$ cat src/rtl/bcd_to_bin_serial.sv
// bcd_to_bin_serial: sequential packed-BCD to binary converter.
// Uses reverse double-dabble: each iteration shifts {bcd,bin} right by one,
// then subtracts 3 from every BCD digit that reads 8 or more.
// Optional feature macro: BCD2BIN_ERR_CHECK_EN (invalid-digit detection;
// a word with any digit > 9 skips conversion and reports err=1, bin_out=0).
module bcd_to_bin_serial #(
   parameter int DIGITS = 4,
   parameter int BIN_W  = 14
) (
   input  logic                  clk,
   input  logic                  rst,
   input  logic                  in_valid,
   output logic                  in_ready,
   input  logic [4*DIGITS-1:0]   in_bcd,
   output logic                  out_valid,
   input  logic                  out_ready,
   output logic [BIN_W-1:0]      bin_out,
   output logic                  err
);

   localparam int BCD_W  = 4 * DIGITS;
   localparam int WORK_W = BCD_W + BIN_W;
   localparam int CNT_W  = $clog2(BIN_W + 1);
   localparam logic [CNT_W-1:0] LAST_ITER = CNT_W'(BIN_W - 1);

   typedef enum logic [1:0] {
      IDLE  = 2'd0,
      SHIFT = 2'd1,
      DONE  = 2'd2
   } state_t;

   state_t             state;
   state_t             state_nxt;
   logic [WORK_W-1:0]  work;       // {bcd part, bin part}
   logic [WORK_W-1:0]  work_step;
   logic [CNT_W-1:0]   cnt;
   logic               last_iter;
   logic               bad_digit;

   // One reverse double-dabble iteration: shift right, then correct each digit
   // based only on its own post-shift value (no borrow between digits).
   function automatic logic [WORK_W-1:0] dabble_step(input logic [WORK_W-1:0] v);
      logic [WORK_W-1:0] s;
      logic [3:0]        d;
      s = v >> 1;
      for (int i = 0; i < DIGITS; i++) begin
         d = s[BIN_W + 4*i +: 4];
         if (d >= 4'd8) begin
            s[BIN_W + 4*i +: 4] = d - 4'd3;
         end else begin
            s[BIN_W + 4*i +: 4] = d;
         end
      end
      return s;
   endfunction

`ifdef BCD2BIN_ERR_CHECK_EN
   // True when any digit field holds a non-decimal code (A..F).
   function automatic logic has_bad_digit(input logic [BCD_W-1:0] b);
      logic r;
      r = 1'b0;
      for (int i = 0; i < DIGITS; i++) begin
         r = r | (b[4*i +: 4] > 4'd9);
      end
      return r;
   endfunction

   assign bad_digit = has_bad_digit(in_bcd);
`else
   assign bad_digit = 1'b0;
`endif

   assign work_step = dabble_step(work);
   assign last_iter = (cnt == LAST_ITER);

   // State register with synchronous reset.
   always_ff @(posedge clk) begin
      if (rst) begin
         state <= IDLE;
      end else begin
         state <= state_nxt;
      end
   end

   // Next-state logic: accept in IDLE, iterate BIN_W times, hold until taken.
   always_comb begin
      state_nxt = state;
      case (state)
         IDLE: begin
            if (in_valid) begin
               if (bad_digit) begin
                  state_nxt = DONE;
               end else begin
                  state_nxt = SHIFT;
               end
            end else begin
               state_nxt = IDLE;
            end
         end
         SHIFT: begin
            if (last_iter) begin
               state_nxt = DONE;
            end else begin
               state_nxt = SHIFT;
            end
         end
         DONE: begin
            if (out_ready) begin
               state_nxt = IDLE;
            end else begin
               state_nxt = DONE;
            end
         end
         default: state_nxt = IDLE;
      endcase
   end

   // Handshake outputs decoded directly from the state register.
   always_comb begin
      in_ready  = 1'b0;
      out_valid = 1'b0;
      case (state)
         IDLE:    in_ready  = 1'b1;
         SHIFT:   in_ready  = 1'b0;
         DONE:    out_valid = 1'b1;
         default: begin
            in_ready  = 1'b0;
            out_valid = 1'b0;
         end
      endcase
   end

`ifdef BCD2BIN_ERR_CHECK_EN
   logic err_flag;
   assign err = err_flag;
`else
   assign err = 1'b0;
`endif

   // Datapath: load on accept, iterate in SHIFT, capture result on the last
   // iteration. bin_out keeps its value after the output handshake.
   always_ff @(posedge clk) begin
      if (rst) begin
         work    <= {WORK_W{1'b0}};
         cnt     <= {CNT_W{1'b0}};
         bin_out <= {BIN_W{1'b0}};
`ifdef BCD2BIN_ERR_CHECK_EN
         err_flag <= 1'b0;
`endif
      end else begin
         case (state)
            IDLE: begin
               if (in_valid) begin
                  work <= {in_bcd, {BIN_W{1'b0}}};
                  cnt  <= {CNT_W{1'b0}};
`ifdef BCD2BIN_ERR_CHECK_EN
                  if (bad_digit) begin
                     bin_out  <= {BIN_W{1'b0}};
                     err_flag <= 1'b1;
                  end else begin
                     err_flag <= 1'b0;
                  end
`endif
               end
            end
            SHIFT: begin
               work <= work_step;
               cnt  <= cnt + CNT_W'(1);
               if (last_iter) begin
                  bin_out <= work_step[BIN_W-1:0];
               end
            end
            DONE: begin
               work <= work;
            end
            default: begin
               work <= work;
            end
         endcase
      end
   end

endmodule

$ cat config.mk
export PLATFORM = sky130hd
export DESIGN_NAME = bcd_to_bin_serial
export DESIGN_NICKNAME = d
export VERILOG_FILES = /design/src/rtl/bcd_to_bin_serial.sv
export SDC_FILE = /design/constraint.sdc
export NUM_CORES = 1
export LEC_CHECK = 0
export ABC_CLOCK_PERIOD_IN_PS = 3900
export BUFFER_PORTS_ARGS = -buffer_cell sky130_fd_sc_hd__buf_2
export CAP_MARGIN = 20
export CORE_MARGIN = 2
export CORE_UTILIZATION = 59
export CTS_CLUSTER_DIAMETER = 80
export DETAILED_ROUTE_END_ITERATION = 16
export PLACE_DENSITY = 0.81
export SLEW_MARGIN = 20
export SYNTH_ARGS = -nofsm -noshare
export SYNTH_HDL_FRONTEND = slang
export SYNTH_SLANG_ARGS = --single-unit
$ cat constraint.sdc
create_clock -name clk -period 3.9 [get_ports clk]
set_input_delay 0 -clock clk [delete_from_list [all_inputs] [get_ports clk]]
set_output_delay 0 -clock clk [all_outputs]
set_load 0.01 [all_outputs]
==> summary.txt, run 1 <==
unrepaired setup endpoints after global routing = false
Critical Path Max Stage Delay = 0.60 ns
post-synthesis register bit count = 49
achievable clock frequency = 504 MHz
number of standard cells after synthesis = 261
proportion of netlist area held by the largest area contributor = 0.441
final estimated routing congestion in global placement = 0.768
residual DRC count = 0
post-synth top area cell = sky130_fd_sc_hd__dfxtp_1
Final Max Slew Viols = 0
initial antenna violation count = 0
Cell Chain, Critical Path = nor2b_2, buf_4, a211o_1, a21oi_1
worst-case setup margin in the final layout = 1.91 ns
Crit Reg-Reg Startpoint = state[0]$_SDFF_PP0_
clock latency of the later-clocked register in the worst-skew pair = 0.30 ns
final total negative setup slack = 0 ns
buffer levels on the longest clock path = 2
CTS tree = done
CP max FO = 33
syn nets = 289
worst-case vdd ir drop = 284 uV
Hold Crit Start = in_bcd[9]
Max-Cap Viols = 0
Critical Path RT = 4.05 ns
average wire length per cell after detail routing = 13.5 um
total gr overflow = 0
Resize count post-CTS = 0
Core Area = 3630 um^2
normalized max-slew margin = 0.395
per-cell via count in the routed design = 5.61
cell types occupying the most area after synthesis = sky130_fd_sc_hd__dfxtp_1, sky130_fd_sc_hd__a21oi_1, sky130_fd_sc_hd__nand3_1
worst path arrival time = 2.13 ns
power density cells = 400 nW/um^2
Die Ht = 65.4 um
sort of element at the start of the critical path = register
yosys synthesis warning count = 0
synthesis-to-layout area growth = 14.0%
number of I/O pins = 37
vias in the first global route = 1735
die width = 65.4 um
FF/Latch Area = 981 um^2
count of vias placed by the detailed router = 1890
clock skew after layout = 0.00366 ns
actual transition at the worst max-transition pin = 0.908 ns
1st-pass router iterations = 4
total number of clock tree sinks = 49
number of hold buffers added after cts = 6
kind of capture point of the worst setup path = register
count of nets after finishing = 316
commonest non-fill, non-tap cell in the layout = sky130_fd_sc_hd__dfxtp_1
Setup WS pre-CTS = 1.95 ns
number of fill cells = 308
slack of the worst reg-to-reg path = 1.91 ns
Min-Delay Path Depth = 3
Leakage Power = 1.01 nW
Tightest Hold Check Type = in -> reg
maximum level of the CTS H-tree = 2
leading cell types in the layout, fill and taps excluded = sky130_fd_sc_hd__dfxtp_1, sky130_fd_sc_hd__buf_2, sky130_fd_sc_hd__a21oi_1
drt initial violations = 163
number of distinct library cells after synthesis = 34
footprint of the multi-input gates = 1100 um^2
number of nets with antenna violations after detailed routing = 0
class of the most critical setup path = reg -> reg
maximum number of pins on one net before global-route repair = 51
final worst-path cycle share = 0.509
post-detailed-placement cell area = 2360 um^2
Antenna Diode Count = 0
fin crit period = 1.99 ns
cell area after synthesis = 2220 um^2
placed cell count = 323
row count = 22
slowest cell on the critical path = sky130_fd_sc_hd__dfxtp_1
sequential share of the synthesized area = 0.441
overall die area = 4280 um^2
total clock buffers created by CTS = 5
count of endpoints failing hold in the final timing report = 0
clock root buffer = sky130_fd_sc_hd__clkbuf_8
ratio of cells with drive above 1 in the final layout = 0.180
syn avg cell area = 8.52 um^2
number of setup buffers added after CTS = 0
Non-Filler Instances = 337
destination of the worst hold path = work[23]$_SDFFE_PP0P_
number of port buffers = 35
first-pass GRT wire length = 7.71 mm
cells on worst reg2reg path = 4
Final Routed Wirelength = 4.54 mm
outcome = completed
Initial Util = 0.612
setup violators final = 0
post-detailed-placement half-perimeter wirelength = 2.83 mm
clock-pin slew reported for the worst setup and hold paths after clock tree synthesis = 0.08 ns
Reg2Reg Capture Point = cnt[3]$_SDFFE_PP0P_
overall global routing resource usage = 0.231
final design area excluding fillers = 2530 um^2
## registers in the layout (all words and copies together), names as in the netlist
register	count
work	29
bin_out	14
cnt	4
state	2
## how the worst max path moves through the flow
stage / startpoint / to / depth (start not counted)
global placement: state[0]$_SDFF_PP0_ / cnt[2]$_SDFFE_PP0P_ / 3
CTS: state[0]$_SDFF_PP0_ / cnt[2]$_SDFFE_PP0P_ / 3
floorplan: cnt[1]$_SDFFE_PP0P_ / state[1]$_SDFF_PP0_ / 7
global route: state[0]$_SDFF_PP0_ / bin_out[6]$_SDFFE_PP0P_ / 4
finish: state[0]$_SDFF_PP0_ / cnt[3]$_SDFFE_PP0P_ / 4
detailed placement: state[0]$_SDFF_PP0_ / cnt[3]$_SDFFE_PP0P_ / 4
## synthesized netlist by cell type
cell type	instances
sky130_fd_sc_hd__a211o_1	1
sky130_fd_sc_hd__a211oi_1	1
sky130_fd_sc_hd__a211oi_2	1
sky130_fd_sc_hd__a21oi_1	33
sky130_fd_sc_hd__a222oi_1	3
sky130_fd_sc_hd__a22oi_1	5
sky130_fd_sc_hd__a311oi_1	3
sky130_fd_sc_hd__and3_1	2
sky130_fd_sc_hd__buf_1	1
sky130_fd_sc_hd__buf_2	11
sky130_fd_sc_hd__buf_4	4
sky130_fd_sc_hd__clkbuf_1	5
sky130_fd_sc_hd__clkbuf_2	1
sky130_fd_sc_hd__conb_1	1
sky130_fd_sc_hd__dfxtp_1	49
sky130_fd_sc_hd__ha_1	8
sky130_fd_sc_hd__inv_1	9
sky130_fd_sc_hd__nand2_1	16
sky130_fd_sc_hd__nand2b_1	6
sky130_fd_sc_hd__nand3_1	30
sky130_fd_sc_hd__nor2_1	19
sky130_fd_sc_hd__nor2b_1	5
sky130_fd_sc_hd__nor3_1	7
sky130_fd_sc_hd__nor3b_2	1
sky130_fd_sc_hd__nor4_1	3
sky130_fd_sc_hd__nor4_2	3
sky130_fd_sc_hd__o211a_1	4
sky130_fd_sc_hd__o21ai_0	14
sky130_fd_sc_hd__o21ba_2	1
sky130_fd_sc_hd__o21bai_2	1
sky130_fd_sc_hd__o22ai_1	3
sky130_fd_sc_hd__or3b_1	4
sky130_fd_sc_hd__xnor2_1	3
sky130_fd_sc_hd__xor2_1	3
## through the flow
step / power, W / utilization / hold WS, ns
4_1_cts: 0.00102 / 0.697 / 0.00482
3_3_place_gp: 0.000651 / 0.648 / 0.255
5_1_grt: 0.00106 / 0.698 / 0.00457
2_1_floorplan: 0.000630 / - / 0.160
3_5_place_dp: 0.000654 / 0.648 / 0.269
6_report: 0.00101 / 0.698 / 0.00825
## power breakdown
part           internal, W  total, W  switching (W)
combinational    0.0000479  0.000112      0.0000641
clock             0.000209  0.000366       0.000157
sequential        0.000517  0.000536      0.0000197
## cell families after synthesis
| group | count (synthesis) | synth area share |
|---|---|---|
| and+or+nand+nor | 96 | 0.226 |
| AOI/OAI and AO/OA | 70 | 0.197 |
| DFF | 49 | 0.441 |
| buffers and inverters | 31 | 0.0658 |
| adders and majority gates | 8 | 0.0450 |
| xor gates and xnor gates | 6 | 0.0236 |
| other | 1 | 0.00169 |
## layout make-up
cell class,instances,area share
multi-input combinational,181,0.434
sequential,49,0.387
timing repair buffer,42,0.0958
clock buffer,7,0.0341
tap,48,0.0237
inverter,9,0.0133
clock inverter,1,0.0118
## per-layer routing
layer  up-vias  GRT usage  wire length (um)
met1       874      0.305              2160
met4         0     0.0781                65
li1        965          -                 -
met3         7     0.0462               229
met2        44      0.379              2080
met5         -          0                 0
## worst max-delay path, delay by kind of cell, from the launching register on
kind / cells / cell delay (ns)
compound gates: 2 / 0.23
buf+inv: 1 / 0.41
flops: 1 / 0.60
simple gates: 1 / 0.58
Note: power is estimated with default switching activity, not from simulation.
==> run 2: changes to the inputs <==
- ABC_AREA: default -> 1
- ABC_CLOCK_PERIOD_IN_PS: 3900 -> 2050
- CORE_UTILIZATION: 59 -> 55
- PLACE_DENSITY: 0.81 -> 0.76
- clock period: 3.9 -> 2.05 ns (I/O delays scaled with it)
==> summary.txt, run 2 <==
commonest non-fill, non-tap cell in the layout = sky130_fd_sc_hd__nand2_1
fin crit period = 1.81 ns (-0.179 ns)
mux cell area share after synthesis = 0 (unchanged)
unrepaired setup endpoints after global routing = false
count of nets after finishing = 380 (+20%)
footprint of the multi-input gates = 1040 um^2 (-5.2%)
leading cell types in the layout, fill and taps excluded = sky130_fd_sc_hd__nand2_1, sky130_fd_sc_hd__dfxtp_1, sky130_fd_sc_hd__a21oi_1
buffer levels on the longest clock path = 2 (unchanged)
number of distinct library cells after synthesis = 22 (-35%)
final worst-path cycle share = 0.881 (+0.372)
Leakage Power = 1.12 nW (+11%)
count of vias placed by the detailed router = 1999 (+5.8%)
clock skew after layout = 0.00468 ns (+0.00102 ns)
Hold Crit Start = in_bcd[3]
residual DRC count = 0 (unchanged)
first-pass GRT wire length = 7.84 mm (+1.7%)
xor and xnor area share after synthesis = 0 (-0.0236)
destination of the worst hold path = work[17]$_SDFFE_PP0P_
post-synthesis compound-gate area fraction = 0.113 (-0.0839)
combinational power share = 0.122 (+0.012)
Power Internal = 0.00132 W (+71%)
outcome = completed
switching part of the total = 0.284 (+0.0468)
achievable clock frequency = 554 MHz (+9.9%)
final total negative setup slack = 0 ns (unchanged)
arithmetic-cell share of the synthesized area counting full adders, half adders and majority gates = 0.0450 (about the same)
CTS tree = done
Critical Path RT = 2.26 ns (-1.79 ns)
syn avg cell area = 7.02 um^2 (-18%)
drt initial violations = 125 (-23%)
clock root buffer = sky130_fd_sc_hd__clkbuf_8
proportion of netlist area held by the largest area contributor = 0.441 (about the same)
clock-pin slew reported for the worst setup and hold paths after clock tree synthesis = 0.10 ns (+0.02 ns)
flip-flop count of the largest register after layout = 29 (unchanged)
share of power burned in registers = 0.547 (+0.018)
row count = 23 (+4.5%)
number of setup buffers added after CTS = 0 (unchanged)
clock latency of the later-clocked register in the worst-skew pair = 0.31 ns (about the same)
die width = 67.6 um (+3.4%)
actual transition at the worst max-transition pin = 0.751 ns (-0.157 ns)
Final Routed Wirelength = 4.75 mm (+4.7%)
number of port buffers = 35 (unchanged)
yosys synthesis warning count = 0 (unchanged)
normalized max-slew margin = 0.497 (+0.103)
maximum number of pins on one net before global-route repair = 36 (-29%)
utilization after layout = 0.646 (-0.0512)
Min-Delay Path Depth = 5 (+2)
Crit Reg-Reg Startpoint = state[0]$_SDFF_PP0_
cell types occupying the most area after synthesis = sky130_fd_sc_hd__dfxtp_1, sky130_fd_sc_hd__nand2_1, sky130_fd_sc_hd__a21oi_1
per-cell via count in the routed design = 4.96 (-12%)
final estimated routing congestion in global placement = 0.768 (+0.10%)
class of the most critical setup path = reg -> reg
async set or reset register ratio after synthesis = 0 (unchanged)
total clock buffers created by CTS = 5 (unchanged)
vias in the first global route = 1757 (+1.3%)
initial antenna violation count = 0 (unchanged)
Initial Util = 0.564 (-0.0476)
Max-Cap Viols = 0 (unchanged)
Final Max Slew Viols = 0 (unchanged)
ratio of cells with drive above 1 in the final layout = 0.153 (-0.0270)
CP max FO = 11 (-67%)
power density cells = 723 nW/um^2 (+81%)
Antenna Diode Count = 0 (unchanged)
commonest register cell after synthesis = sky130_fd_sc_hd__dfxtp_1
fraction of the mapped netlist area in simple logic gates = 0.309 (+0.0837)
number of I/O pins = 37 (unchanged)
Clk pwr share = 0.331 (-0.030)
maximum level of the CTS H-tree = 2 (unchanged)
overall die area = 4570 um^2 (+6.9%)
average wire length per cell after detail routing = 11.8 um (-12%)
total number of clock tree sinks = 49 (unchanged)
synthesis-to-layout area growth = 14.6%
sequential share of the synthesized area = 0.441 (about the same)
post-synthesis register bit count = 49 (unchanged)
syn nets = 345 (+19%)
overall global routing resource usage = 0.229 (-0.00236)
Reg2Reg Capture Point = work[25]$_SDFFE_PP0P_
leading post-synthesis cells by instance count = sky130_fd_sc_hd__nand2_1, sky130_fd_sc_hd__dfxtp_1, sky130_fd_sc_hd__a21oi_1, sky130_fd_sc_hd__inv_1, sky130_fd_sc_hd__nand3_1
sw power = 0.000523 W (+120%)
registers with the most flip-flops = work (29), bin_out (14), cnt (4)
cells on worst reg2reg path = 6 (+2)
kind of capture point of the worst setup path = register
register ranked first by flip-flop count = work
leading cell type by number of instances after synthesis = sky130_fd_sc_hd__nand2_1
number of standard cells after synthesis = 317 (+21%)
post-synth top area cell = sky130_fd_sc_hd__dfxtp_1
count of endpoints failing hold in the final timing report = 0 (unchanged)
number of nets with antenna violations after detailed routing = 0 (unchanged)
number of fill cells = 378 (+23%)
Core Area = 3940 um^2 (+8.5%)
Die Ht = 67.6 um (+3.4%)
sort of element at the start of the critical path = register
post-detailed-placement half-perimeter wirelength = 3.18 mm (+12%)
worst hold slack across all endpoints = 0.0188 ns (+0.0105 ns)
slack of the worst reg-to-reg path = 0.24 ns (-1.67 ns)
worst path arrival time = 2.01 ns (-0.12 ns)
setup violators final = 0 (unchanged)
Tightest Hold Check Type = in -> reg
worst-case vdd ir drop = 469 uV (+65%)
cell area after synthesis = 2220 um^2 (about the same)
dominant combinational cell family by area after synthesis = simple AND/OR/NAND/NOR gates
1st-pass router iterations = 4 (unchanged)
FF/Latch Area = 981 um^2 (unchanged)
total gr overflow = 0 (unchanged)
EDFF count, synth = 0 (unchanged)
-- run 2: worst max-delay path by stage --
| stage | startpoint | to | slack (ns) | depth (start not counted) |
|---|---|---|---|---|
| after detailed placement | state[0]$_SDFF_PP0_ | work[17]$_SDFFE_PP0P_ | 0.25 | 6 |
| after global routing | state[0]$_SDFF_PP0_ | work[25]$_SDFFE_PP0P_ | 0.08 | 6 |
| after CTS | state[0]$_SDFF_PP0_ | work[25]$_SDFFE_PP0P_ | 0.23 | 6 |
| after floorplan | cnt[0]$_SDFFE_PP0P_ | bin_out[0]$_SDFFE_PP0P_ | 0.81 | 7 |
| after global placement | state[0]$_SDFF_PP0_ | work[25]$_SDFFE_PP0P_ | 0.37 | 6 |
| final | state[0]$_SDFF_PP0_ | work[25]$_SDFFE_PP0P_ | 0.24 | 6 |
-- run 2: power by group through the flow --
stage	logic (W)	registers, W	clock network [W]
2_1_floorplan	0.000161	0.00102	0
3_3_place_gp	0.000209	0.00103	0
3_5_place_dp	0.000214	0.00103	0
4_1_cts	0.000223	0.00101	0.000627
5_1_grt	0.000256	0.00101	0.000661
6_report	0.000225	0.00101	0.000611
-- run 2: kinds of logic after synthesis --
| kind of cell | after synthesis |
|---|---|
| other | 1 |
| adders and majority gates | 8 |
| and+or+nand+nor | 166 |
| buffers and inverters | 45 |
| AOI/OAI and AO/OA | 48 |
| DFF | 49 |
-- run 2: layer usage --
metal  GRT usage  up-vias  wire [um]
li1            -     1062          -
met1       0.297      891       2260
met2       0.377       41       2240
met3      0.0467        5        209
met4      0.0765        0         49
met5           0        -          0
-- run 2: repair_timing --
action                                 in CTS  in global routing
endpoints found under the hold margin       5                  0
hold buffers                                5                  0
gates resized for setup                     0                  0
-- run 2: critical path, cell delays in order, from the launching register on --
cell and delay [ns]:
sky130_fd_sc_hd__dfxtp_1 0.39, sky130_fd_sc_hd__nor2_1 0.62, sky130_fd_sc_hd__nand2_1 0.32, sky130_fd_sc_hd__inv_1 0.21, sky130_fd_sc_hd__nand2_1 0.07, sky130_fd_sc_hd__nand3_1 0.07, sky130_fd_sc_hd__nor2_1 0.04
-- run 2: layout make-up --
| cell class | instances | share of cell area |
|---|---|---|
| multi-input combinational | 223 | 0.409 |
| sequential | 49 | 0.385 |
| timing repair buffer | 44 | 0.100 |
| inverter | 29 | 0.0427 |
| clock buffer | 5 | 0.0270 |
| tap | 50 | 0.0245 |
| clock inverter | 3 | 0.0113 |
-- run 2: stage by stage --
stage,worst slack [ns],total power [W],std cells,cell area [um^2]
after floorplan,0.810,0.00118,317,2220
after global placement,0.370,0.00124,390,2400
after detailed placement,0.254,0.00124,390,2400
after CTS,0.229,0.00186,403,2550
after global routing,0.0770,0.00193,403,2550
final,0.243,0.00184,403,2550
